$ cat src/rtl/pipe_stage_reg.sv
// Generic pipeline stage register with valid/ready handshake, flush and bubble insertion.
// Optional one-entry skid buffer when PIPE_STAGE_SKID_EN is defined (registered in_ready).
module pipe_stage_reg #(
    parameter int unsigned     PC_W      = 32,
    parameter int unsigned     INSTR_W   = 32,
    parameter int unsigned     PAYLOAD_W = 96,
    parameter logic [PC_W-1:0] RESET_PC  = 32'h8000_0000
) (
    input  logic                 clk,
    input  logic                 reset,
    input  logic                 in_valid,
    output logic                 in_ready,
    input  logic [INSTR_W-1:0]   in_instr,
    input  logic [PC_W-1:0]      in_pc,
    input  logic [PAYLOAD_W-1:0] in_payload,
    input  logic                 flush,
    input  logic                 bubble,
    output logic                 out_valid,
    input  logic                 out_ready,
    output logic [INSTR_W-1:0]   out_instr,
    output logic [PC_W-1:0]      out_pc,
    output logic [PC_W-1:0]      out_pc8,
    output logic [PAYLOAD_W-1:0] out_payload
);

    localparam logic [PC_W-1:0] PC_STEP = PC_W'(8);

    logic slot_free;
    assign slot_free = !out_valid || out_ready;

`ifdef PIPE_STAGE_SKID_EN
    logic                 skid_valid;
    logic [INSTR_W-1:0]   skid_instr;
    logic [PC_W-1:0]      skid_pc;
    logic [PAYLOAD_W-1:0] skid_payload;

    // Depends only on state and hazard controls, never on out_ready.
    assign in_ready = flush || (!bubble && !skid_valid);

    always_ff @(posedge clk or posedge reset) begin
        if (reset) begin
            out_valid    <= 1'b0;
            out_instr    <= '0;
            out_payload  <= '0;
            out_pc       <= RESET_PC;
            out_pc8      <= RESET_PC;
            skid_valid   <= 1'b0;
            skid_instr   <= '0;
            skid_pc      <= '0;
            skid_payload <= '0;
        end else if (flush) begin
            out_valid   <= 1'b0;
            out_instr   <= '0;
            out_payload <= '0;
            out_pc      <= in_pc;
            out_pc8     <= in_pc + PC_STEP;
            skid_valid  <= 1'b0;
        end else if (skid_valid) begin
            // Skid drains ahead of any new beat or bubble; in_ready is low here.
            if (slot_free) begin
                out_valid   <= 1'b1;
                out_instr   <= skid_instr;
                out_payload <= skid_payload;
                out_pc      <= skid_pc;
                out_pc8     <= skid_pc + PC_STEP;
                skid_valid  <= 1'b0;
            end
        end else if (bubble) begin
            if (slot_free) begin
                out_valid   <= 1'b0;
                out_instr   <= '0;
                out_payload <= '0;
                out_pc      <= in_pc;
                out_pc8     <= in_pc + PC_STEP;
            end
        end else if (slot_free) begin
            if (in_valid) begin
                out_valid   <= 1'b1;
                out_instr   <= in_instr;
                out_payload <= in_payload;
                out_pc      <= in_pc;
                out_pc8     <= in_pc + PC_STEP;
            end else begin
                out_valid <= 1'b0;
                out_instr <= '0;
            end
        end else if (in_valid) begin
            skid_valid   <= 1'b1;
            skid_instr   <= in_instr;
            skid_pc      <= in_pc;
            skid_payload <= in_payload;
        end
    end
`else
    assign in_ready = flush || (!bubble && slot_free);

    always_ff @(posedge clk or posedge reset) begin
        if (reset) begin
            out_valid   <= 1'b0;
            out_instr   <= '0;
            out_payload <= '0;
            out_pc      <= RESET_PC;
            out_pc8     <= RESET_PC;
        end else if (flush || (bubble && slot_free)) begin
            // Hole keeps the upstream PC so exception logic sees a real address.
            out_valid   <= 1'b0;
            out_instr   <= '0;
            out_payload <= '0;
            out_pc      <= in_pc;
            out_pc8     <= in_pc + PC_STEP;
        end else if (!bubble && slot_free) begin
            if (in_valid) begin
                out_valid   <= 1'b1;
                out_instr   <= in_instr;
                out_payload <= in_payload;
                out_pc      <= in_pc;
                out_pc8     <= in_pc + PC_STEP;
            end else begin
                out_valid <= 1'b0;
                out_instr <= '0;
            end
        end
    end
`endif

endmodule

$ cat config.mk
export PLATFORM = sky130hd
export DESIGN_NAME = pipe_stage_reg
export DESIGN_NICKNAME = d
export VERILOG_FILES = /design/src/rtl/pipe_stage_reg.sv
export SDC_FILE = /design/constraint.sdc
export NUM_CORES = 1
export LEC_CHECK = 0
export CORE_AREA = 2 2 141 143
export DETAILED_ROUTE_END_ITERATION = 8
export DIE_AREA = 0 0 143 145
export PLACE_DENSITY = 0.77
export SETUP_SLACK_MARGIN = 0.1
export SYNTH_ARGS = -nofsm -noshare
export SYNTH_HDL_FRONTEND = slang
export SYNTH_SLANG_ARGS = --single-unit
$ cat constraint.sdc
create_clock -name clk -period 16.5 [get_ports clk]
set_clock_uncertainty 0.1 [all_clocks]
set_input_delay 1.65 -clock clk [delete_from_list [all_inputs] [get_ports clk]]
set_output_delay 1.65 -clock clk [all_outputs]
set_load 0.01 [all_outputs]
==> flow_summary.ini <==
[min_path]
min_path_type = reg2reg

[placed_design]
io_buffer_count = 359
preCtsSetupSlack_ps = 11610
dpl_cell_area_mm2 = 0.0112
hpwl_mm = 15.7
place_congestion = 0.810

[timing]
post-route-period-util_pct = 29.5
finalMaxSlewViolations = 0
hold_viol = 0
layout_setup_ws_ps = 11630
rsz0062_at_grt = false
slew_headroom_pct = 13.4
finalCriticalPeriod_ps = 4870
setup_tns_ps = 0
worstMarginPinSlew_ps = 1290
setup_viol = 0
max_freq_mhz = 205

[logic_synthesis]
synth-async-reset-ratio_pct = 100
ys_seq_area_share_pct = 64.4
synth_seq_cells = 190
synth.avg_cell_area_um2 = 12.0
synth_cells = 613
synth_edf_count = 0
synth_fp_nets = 780
netlist_area_mm2 = 0.00739
synthFlopType = dfrtp_1
yosysWarnings = 0
ys_types = 35

[cts]
cts_tree = done
cts_made_buffers = 17
cts_setup_buffers = 0
clk_pin_slew_ps = 70
ctsRootBufferMaster = clkbuf_16
cts_sinks = 190
clockBufferDepth = 2
ctsResizeCount = 0
cts_hold_buf = 0
h-tree-depth = 4
clock_latency_ps = 420

[finish]
seq_area_mm2 = 0.00476
num_antenna_cells = 0
final_core_util_pct = 61.3
layout-area-overhead-vs-synth_pct = 59.3
drive_above_1_share_pct = 4.99
multi_input_area_mm2 = 0.00242
nets = 1115
fillCellCount = 1577
final_area_mm2 = 0.0118

[floorplanning]
die_area_mm2 = 0.0207
ios = 360
start_util_pct = 38.5
die_y_um = 145
die_w_um = 143
row_count = 51
coreArea_mm2 = 0.0192

[global_route]
grt_pass1_wl_mm = 34.9
grt_usage_pct = 21.7
gr-total-overflow = 0
antenna_found_initial = 1
grt_pass1_vias = 6197
grt_max_degree = 121

[power_and_ir_drop]
p_leak_nw = 5.11
p_per_area_mw_per_mm2 = 91.7
ir_worst_vdd_mv = 0.0629

[detailed_routing]
wire_per_inst_um = 18.2
wirelength_mm = 22.3
via_count = 6202
via_per_inst = 5.06
firstDrtPassIters = 4
ant_nets = 0
drtIter0Drc = 337
route.detailed.drc = 0

[run_status]
outcome = completed

[setup_path]
cp.required_ps = 14750
r2r_setup_slack_ps = 13340
startpoint_type = input port
endpoint_kind = output pin
worstPathMaxFanout = 5
arrival_ps = 3120
critical_path_class = in2out

[job]
cap_violations = 0
-- cells in the final DEF, fill, tap and decap left out, types with 2 or more instances in the layout --
cell / netlist / routed
clkdlybuf4s50_1: 0 / 359
dfrtp_1: 188 / 188
a22o_1: 128 / 128
nand2_1: 121 / 121
o21ai_0: 19 / 19
clkbuf_16: 0 / 17
nor2_1: 15 / 15
nand3_1: 11 / 11
a31oi_1: 10 / 10
nand4_1: 9 / 9
xor2_1: 8 / 8
or4_1: 8 / 8
xnor2_1: 5 / 5
and4_1: 5 / 5
or3_1: 5 / 5
o31ai_1: 5 / 5
clkinv_4: 0 / 5
buf_4: 5 / 5
inv_8: 0 / 4
o211ai_1: 3 / 3
and3_1: 2 / 2
nor3_1: 2 / 2
nand4_4: 2 / 2
nor4_1: 2 / 2
clkbuf_8: 0 / 2
clkinv_8: 0 / 2
clkinvlp_4: 0 / 2
dfstp_2: 2 / 2
-- final timing paths --
kind / start / end / cells past startpoint
worst max-delay path: out_ready / in_ready / 4
worst min-delay path: out_pc[31]$_DFFE_PP1P_ / out_pc[31]$_DFFE_PP1P_ / 2
worst max register to register: out_valid$_DFFE_PP0P_ / out_pc8[27]$_DFFE_PP0P_ / 5
worst min register to register: out_pc[31]$_DFFE_PP1P_ / out_pc[31]$_DFFE_PP1P_ / 2
max in group asynchronous: reset / out_payload[79]$_DFFE_PP0P_ / 3
min in group asynchronous: reset / out_payload[17]$_DFFE_PP0P_ / 2
-- logic make-up (layout without fill, tap and decap cells) --
logic type	after synthesis	after routing	synth area share, %
AOI/OAI and AO/OA	171	171	18.8
xor gates and xnor gates	13	13	1.54
adders and majority gates	1	1	0.169
buffers and inverters	50	398	3.15
DFF	190	190	64.4
and+or+nand+nor	188	188	11.9
-- registers in the layout, summed over array words and instances (netlist names) --
| register | count |
|---|---|
| out_payload | 96 |
| out_instr | 32 |
| out_pc | 32 |
| out_pc8 | 29 |
| out_valid | 1 |
-- power by group --
part	internal (mW)	leakage, nW	switching, mW	total (mW)
clock network	0.223	0.291	0.193	0.416
registers	0.489	2.48	0.0131	0.502
logic	0.0910	2.34	0.0693	0.160
total	0.803	5.11	0.275	1.08
-- synth_stat cells (2+ instances only) --
library cell	n	area (um^2)
a22o_1	128	1120
a31oi_1	10	62.6
and3_1	2	12.5
and4_1	5	43.8
buf_2	21	105
buf_4	5	37.5
clkbuf_1	22	82.6
dfrtp_1	188	4700
dfstp_2	2	52.6
inv_1	2	7.51
nand2_1	121	454
nand3_1	11	55.1
nand4_1	9	56.3
nand4_4	2	42.5
nor2_1	15	56.3
nor2b_1	2	12.5
nor3_1	2	10.0
nor4_1	2	12.5
o211ai_1	3	22.5
o21ai_0	19	95.1
o21bai_1	2	15.0
o31ai_1	5	37.5
or3_1	5	31.3
or4_1	8	60.1
xnor2_1	5	43.8
xor2_1	8	70.1
-- cell type report --
| class | instances | area share, % |
|---|---|---|
| inverters | 2 | 0.128 |
| repair buffers | 364 | 30.9 |
| well taps | 265 | 2.82 |
| clock buffers | 19 | 3.85 |
| clock inverters | 13 | 1.32 |
| multi-input cells | 373 | 20.6 |
| flip-flops and latches | 190 | 40.4 |
-- routing by layer --
metal	wire length (um)	vias up	part of all wire (%)	global-route usage (%)
li1	-	2900	-	-
met5	16	-	0.072	0
met3	1730	29	7.8	6.83
met1	9170	3037	41	27.5
met4	522	2	2.3	7.48
met2	10900	234	49	34.9
-- worst max-delay path, cell delays in order --
cell and delay, ps:
clkdlybuf4s50_1 420, nor2b_1 420, o21bai_1 120, clkdlybuf4s50_1 520
-- metrics by stage --
stage | hold WS, ps | total power, mW | std cells
final | 360 | 1.08 | 1226
after global routing | 395 | 1.12 | 1226
after CTS | 364 | 1.09 | 1226
after detailed placement | 353 | 0.673 | 1194
after global placement | 341 | 0.670 | 1194
after floorplan | 360 | 0.565 | 613
No activity file was read; power rests on OpenSTA's default activity.
